==> config.mk <==
export PLATFORM = sky130hd
export DESIGN_NAME = game_sequencer_flat
export DESIGN_NICKNAME = d
export VERILOG_FILES = /design/src/rtl/game_pkg.sv /design/src/rtl/game_sequencer_if.sv /design/src/rtl/tick_gen.sv /design/src/rtl/game_sequencer.sv /design/src/flat_wrapper.sv
export SDC_FILE = /design/constraint.sdc
export NUM_CORES = 1
export LEC_CHECK = 0
export ABC_CLOCK_PERIOD_IN_PS = 2210
export CAP_MARGIN = 0
export CORE_UTILIZATION = 55
export CTS_BUF_LIST = sky130_fd_sc_hd__clkbuf_16
export CTS_CLUSTER_SIZE = 14
export DETAILED_ROUTE_END_ITERATION = 16
export DONT_BUFFER_PORTS = 1
export GPL_TIMING_DRIVEN = 0
export HOLD_SLACK_MARGIN = 0.05
export PLACE_DENSITY = 0.7
export RECOVER_POWER = 25
export SETUP_SLACK_MARGIN = 0.5
export SLEW_MARGIN = 15
export SYNTH_ARGS = -nofsm -noshare
export SYNTH_HDL_FRONTEND = slang
export SYNTH_HIERARCHICAL = 1
export SYNTH_SLANG_ARGS = --single-unit
==> constraint.sdc <==
create_clock -name clk -period 2.21 [get_ports clk]
set_input_delay 0.442 -clock clk [delete_from_list [all_inputs] [get_ports clk]]
set_output_delay 0.442 -clock clk [all_outputs]
set_load 0.02 [all_outputs]
==> src/rtl/game_pkg.sv <==
// game_pkg: shared state encoding, pixel-grid type and score column for the
// 8x8 LED-matrix Flappy Bird controller.
package game_pkg;
   typedef enum logic [1:0] {IDLE = 2'd0, PLAY = 2'd1, DEAD = 2'd2, CLEAR = 2'd3} game_state_t;
   typedef logic [7:0][7:0] grid_t;
   localparam int SCORE_COL = 6;
endpackage

==> src/rtl/game_sequencer_if.sv <==
// game_sequencer_if: game controller bus between the sequencer (master) and
// the board logic (slave).
interface game_sequencer_if;
   import game_pkg::*;
   logic       flap;
   grid_t      green_array;
   grid_t      red_array;
   logic       score_carry;
   logic       scroll_en;
   logic       score_en;
   logic       bird_up;
   logic       bird_down;
   logic       score_clr;
   logic       game_over;
   logic [1:0] state_o;
   modport master (
      input  flap, green_array, red_array, score_carry,
      output scroll_en, score_en, bird_up, bird_down, score_clr, game_over, state_o
   );
   modport slave (
      output flap, green_array, red_array, score_carry,
      input  scroll_en, score_en, bird_up, bird_down, score_clr, game_over, state_o
   );
endinterface

==> src/rtl/tick_gen.sv <==
// tick_gen: programmable divider; tick is combinational and fires when the
// count reaches div-1 (or already exceeds it after div shrinks).
module tick_gen #(
   parameter int CW = 26
) (
   input  logic          clk,
   input  logic          reset,
   input  logic          run,
   input  logic          clr,
   input  logic [CW-1:0] div,
   output logic          tick
);
   logic [CW-1:0] cnt;
   assign tick = run && cnt >= div - CW'(1);
   always_ff @(posedge clk or posedge reset)
      if (reset) cnt <= '0;
      else cnt <= (clr || tick) ? '0 : run ? cnt + CW'(1) : cnt;
endmodule

==> src/rtl/game_sequencer.sv <==
// game_sequencer: Flappy Bird phase FSM, tick pulses, collision and score clear.
// Define GAME_SEQUENCER_SPEEDUP_EN to shorten the tick period on each score carry.
module game_sequencer
   import game_pkg::*;
#(
   parameter int TICK_DIV = 25_000_000,
   parameter int MIN_DIV  = 5_000_000,
   parameter int DIV_STEP = 2_500_000,
   parameter int CW       = 26
) (
   input logic               clk,
   input logic               reset,
   game_sequencer_if.master  bus
);
   game_state_t   state, state_n;
   logic [CW-1:0] cur_div;
   logic          flap_seen, flap_seen_n, tick, play, collide, fly;
   assign play    = state == PLAY;
   assign collide = play && |(bus.red_array & bus.green_array);
   assign fly     = play && !collide && bus.flap;
   tick_gen #(.CW(CW)) u_tick (
      .clk   (clk),
      .reset (reset),
      .run   (play && !collide),
      .clr   (state == IDLE || state == CLEAR),
      .div   (cur_div),
      .tick  (tick)
   );
   always_comb begin
      state_n     = state;
      flap_seen_n = flap_seen;
      state_n     = (state == IDLE && bus.flap) ? PLAY  :
                    collide                     ? DEAD  :
                    (state == DEAD && bus.flap) ? CLEAR :
                    (state == CLEAR)            ? IDLE  : state;
      flap_seen_n = (state == CLEAR || tick) ? 1'b0 : fly ? 1'b1 : flap_seen;
   end
   always_ff @(posedge clk or posedge reset)
      if (reset) begin
         state         <= IDLE;
         flap_seen     <= 1'b0;
         bus.scroll_en <= 1'b0;
         bus.score_en  <= 1'b0;
         bus.bird_up   <= 1'b0;
         bus.bird_down <= 1'b0;
         bus.score_clr <= 1'b0;
         bus.game_over <= 1'b0;
         bus.state_o   <= IDLE;
      end else begin
         state         <= state_n;
         flap_seen     <= flap_seen_n;
         bus.scroll_en <= tick;
         bus.score_en  <= tick;
         bus.bird_up   <= fly;
         // a flap landing on the tick itself suppresses that tick's gravity step
         bus.bird_down <= tick && !flap_seen && !bus.flap;
         bus.score_clr <= state == CLEAR;
         bus.game_over <= state_n == DEAD;
         bus.state_o   <= state_n;
      end
`ifdef GAME_SEQUENCER_SPEEDUP_EN
   localparam logic [CW:0] FLOOR = (CW+1)'(MIN_DIV + DIV_STEP);
   always_ff @(posedge clk or posedge reset)
      if (reset) cur_div <= CW'(TICK_DIV);
      else if (state == CLEAR) cur_div <= CW'(TICK_DIV);
      else if (play && bus.score_carry)
         cur_div <= ({1'b0, cur_div} >= FLOOR) ? cur_div - CW'(DIV_STEP) : CW'(MIN_DIV);
`else
   assign cur_div = CW'(TICK_DIV);
`endif
endmodule
==> src/flat_wrapper.sv <==
// flat-port wrapper written by rule: the top's interface ports become plain ports
module game_sequencer_flat import game_pkg::*;
#(
   parameter int TICK_DIV = 25_000_000,
   parameter int MIN_DIV  = 5_000_000,
   parameter int DIV_STEP = 2_500_000,
   parameter int CW       = 26
)
  (clk, reset, bus_flap, bus_green_array, bus_red_array, bus_score_carry, bus_scroll_en, bus_score_en, bus_bird_up, bus_bird_down, bus_score_clr, bus_game_over, bus_state_o);
  game_sequencer_if bus_i ();
  input logic clk;
  input logic reset;
  input wire logic [$bits(bus_i.flap)-1:0] bus_flap;
  input wire logic [$bits(bus_i.green_array)-1:0] bus_green_array;
  input wire logic [$bits(bus_i.red_array)-1:0] bus_red_array;
  input wire logic [$bits(bus_i.score_carry)-1:0] bus_score_carry;
  output wire logic [$bits(bus_i.scroll_en)-1:0] bus_scroll_en;
  output wire logic [$bits(bus_i.score_en)-1:0] bus_score_en;
  output wire logic [$bits(bus_i.bird_up)-1:0] bus_bird_up;
  output wire logic [$bits(bus_i.bird_down)-1:0] bus_bird_down;
  output wire logic [$bits(bus_i.score_clr)-1:0] bus_score_clr;
  output wire logic [$bits(bus_i.game_over)-1:0] bus_game_over;
  output wire logic [$bits(bus_i.state_o)-1:0] bus_state_o;
  assign bus_i.flap = bus_flap;
  assign bus_i.green_array = bus_green_array;
  assign bus_i.red_array = bus_red_array;
  assign bus_i.score_carry = bus_score_carry;
  assign bus_scroll_en = bus_i.scroll_en;
  assign bus_score_en = bus_i.score_en;
  assign bus_bird_up = bus_i.bird_up;
  assign bus_bird_down = bus_i.bird_down;
  assign bus_score_clr = bus_i.score_clr;
  assign bus_game_over = bus_i.game_over;
  assign bus_state_o = bus_i.state_o;
  game_sequencer #(.TICK_DIV(TICK_DIV), .MIN_DIV(MIN_DIV), .DIV_STEP(DIV_STEP), .CW(CW)) u_core (.clk(clk), .reset(reset), .bus(bus_i));
endmodule
==> flow_summary.yaml <==
worst_setup_path:
  crit_required_ns: 2.41
  rr_startpoint: "u_core/state[0]$_DFF_PP0_"
  cp-end-kind: "flip-flop"
  path_max_fanout: 4
  r2r-end: "u_core/u_tick/cnt[23]$_DFFE_PP0P_"
  cp-endpoint: "u_core/u_tick/cnt[23]$_DFFE_PP0P_"
  worstPathArrival_ns: 2.41
  reg2reg_depth: 9
  crit_start: "bus_red_array[26]"
  start_kind: "primary input"
  r2r_slack_ns: 0.07
  path_class: "in2reg"
route:
  drt_iter0_drc: 218
  wire_per_inst_um: 16.7
  vias: 3032
  viasPerCell: 5.72
  drt-pass1-iter-count: 6
  ant_nets: 0
  drt_wl_total_mm: 8.87
  drcViolationCount: 0
clock_network:
  cts_root_buf: "clkbuf_16"
  clock_latency_ns: 0.27
  cts_tree: "done"
  clock_sinks: 34
  cts_buffers: 5
  clk_pin_slew_ns: 0.05
  htreeDepth: 2
  cts_buffer_depth: 2
logic_synthesis:
  mappedNetlistArea_um2: 3030
  synthCells: 341
  ys_types: 44
  synth-seq-cells: 34
  synth_edf_count: 0
  ys.warnings.count: 6
  synth.top_cell.area_share: 0.281
  synth_ff_type: "dfrtp_1"
  syn_avg_cell_area_um2: 8.87
  ys_top_cells_by_area: "dfrtp_1 (28%), ha_1 (13%), xnor2_1 (7.8%)"
  async_flop_share: 1.00
  synth_top_area_cell: "dfrtp_1"
  seq_area_frac_synth: 0.281
floorplanning:
  die_w_um: 76.2
  pin_count: 140
  num_rows: 26
  fp.dieH_um: 76.2
  initial_core_util: 0.581
  die-area_um2: 5800
  core_area_um2: 5200
grt:
  grt_first_pass_wirelength_mm: 12.3
  antenna_found_initial: 0
  grt_max_degree: 27
  grt_pass1_vias: 2724
  track_usage: 0.261
  grt_remaining_overflow: 0
pwr:
  ir_drop_v: 0.000396
  p_total_mw: 2.25
  power_density_nw_per_um2: 533
  p_leak_nw: 1.96
placement:
  io_buffers: 0
  gp_congestion: 0.839
  dp_hpwl_mm: 5.64
sta:
  fin_crit_sh: 0.997
  rsz0062_at_grt: "true"
  finalMaxSlewViolations: 0
  fmax_mhz: 454
  finalHoldViolations: 0
  skew_ns: 0.00325
  finalCriticalPeriod_ns: 2.20
  setup_viol: 0
  whs_ns: 0.231
  worstMarginPinSlew_ns: 1.01
  relSlewSlack: 0.326
cells_and_area:
  syn2layout_area_growth_pct: 39.9
  multi_input_area_um2: 2730
  fin_nets: 623
  fill_cells: 327
  diodes: 0
  layout-drive-gt1-share: 0.261
  regArea_um2: 858
run:
  timing.max_cap.violations: 0
status:
  outcome: "complete, no violations"
worst_hold_path:
  worstHoldPathType: "in2reg"
[stage by stage]
| stage | cells | cell area (um2) | setup TNS, ns | utilization | setup slack [ns] |
|---|---|---|---|---|---|
| finish | 530 | 4230 | 0 | 0.813 | 0.00757 |
| global route | 530 | 4230 | -0.609 | 0.813 | -0.112 |
| CTS | 516 | 3880 | 0 | 0.746 | 0.150 |
| detailed placement | 488 | 3460 | -8.72 | 0.664 | -0.561 |
| global placement | 488 | 3460 | -8.22 | 0.664 | -0.556 |
| floorplan | 418 | 3370 | -1.59 | - | -0.172 |
[layout by cell type (no fill, tap or decap), drive strengths merged, types with 2 or more instances in the layout]
cell type  instances
a211oi             2
a21o               3
a21oi              8
a221oi             8
a22o               8
a22oi             16
and3               2
and4               4
buf               37
clkbuf             5
clkinv             2
conb              79
dfrtp             34
ha                32
inv               16
nand2             28
nand2b             3
nand3             13
nand4             15
nor2              47
nor2b              3
nor3              16
nor4               5
o2111ai            2
o21ai              7
o21bai             2
or4                5
xnor2             27
xor2              21
[synth_stat cells (all sizes together) (3+ instances only)]
master  number
nor2        47
dfrtp       34
ha          32
nand2       28
xnor2       27
xor2        21
a22oi       16
nor3        16
inv         15
nand4       15
nand3       13
a21oi        8
a221oi       8
a22o         8
o21ai        7
nor4         5
or4          5
and4         4
a21o         3
nand2b       3
nor2b        3
[worst max-delay path, cell delays in order]
cell and delay [ns]:
a22o_1 0.24, a221oi_2 0.18, and4_4 0.27, nand4_4 0.10
nor2_4 0.14, o2111ai_4 0.19, nor3_4 0.29, buf_4 0.19
nand3_1 0.11, xor2_1 0.18, nor2_1 0.08
[what timing repair did]
| item | CTS | global route |
|---|---|---|
| hold buffers | 1 | 0 |
| gates resized for setup | 30 | 64 |
| cloned | 1 | 0 |
| buffers inserted | 18 | 14 |
| pin swaps | 22 | 19 |
| endpoints found under the hold margin | 8 | 0 |
| endpoints found under the setup margin | 29 | 29 |
[sequential cells by signal, summed over array words and instances (netlist names)]
name,cells
u_core/u_tick/cnt,26
u_core/state,2
u_core/bus.bird_down,1
u_core/bus.bird_up,1
u_core/bus.game_over,1
u_core/bus.score_clr,1
u_core/bus.score_en,1
u_core/flap_seen,1
[power by group]
group / switching [mW] / total, mW / internal [mW]
logic: 0.514 / 0.890 / 0.375
clock network: 0.245 / 0.651 / 0.407
registers: 0.0591 / 0.712 / 0.653
[cell type report]
cell class,instances,share of cell area
multi-input combinational,365,0.646
clock buffer,5,0.0296
tap,70,0.0207
clock inverter,3,0.00296
inverter,15,0.0133
timing repair buffer,34,0.0733
sequential,34,0.203
buffer,4,0.0115
[cell families (layout without fill, tap and decap cells)]
kind of cell / count (synthesis) / count (layout) / share of synthesized area
AO/OA/AOI/OAI: 61 / 61 / 0.166
XOR/XNOR: 48 / 48 / 0.139
adder cells (fa/ha/maj): 32 / 32 / 0.132
buffers and inverters: 19 / 61 / 0.0273
flip-flops: 34 / 34 / 0.281
other: 2 / 79 / 0.00248
AND/OR/NAND/NOR: 145 / 145 / 0.251
[layer usage]
| layer | wire length [um] | track usage | vias to the layer above |
|---|---|---|---|
| li1 | - | - | 1408 |
| met1 | 3490 | 0.320 | 1431 |
| met2 | 4590 | 0.472 | 162 |
| met3 | 571 | 0.0599 | 31 |
| met4 | 222 | 0.0442 | 0 |
| met5 | 0 | 0 | - |
[worst min-delay path by stage]
stage / depth (start not counted) / to / start / slack [ns]
after global placement: 1 / u_core/flap_seen$_DFFE_PP0P_ / reset / 0.29
after CTS: 1 / u_core/bus.bird_down$_DFF_PP0_ / bus_flap / 0.23
after floorplan: 1 / u_core/bus.bird_down$_DFF_PP0_ / reset / 0.26
after detailed placement: 1 / u_core/bus.score_clr$_DFF_PP0_ / reset / 0.29
final: 1 / u_core/bus.bird_down$_DFF_PP0_ / bus_flap / 0.23
after global routing: 1 / u_core/bus.bird_down$_DFF_PP0_ / bus_flap / 0.22
Power figures use the tool's default switching activity.
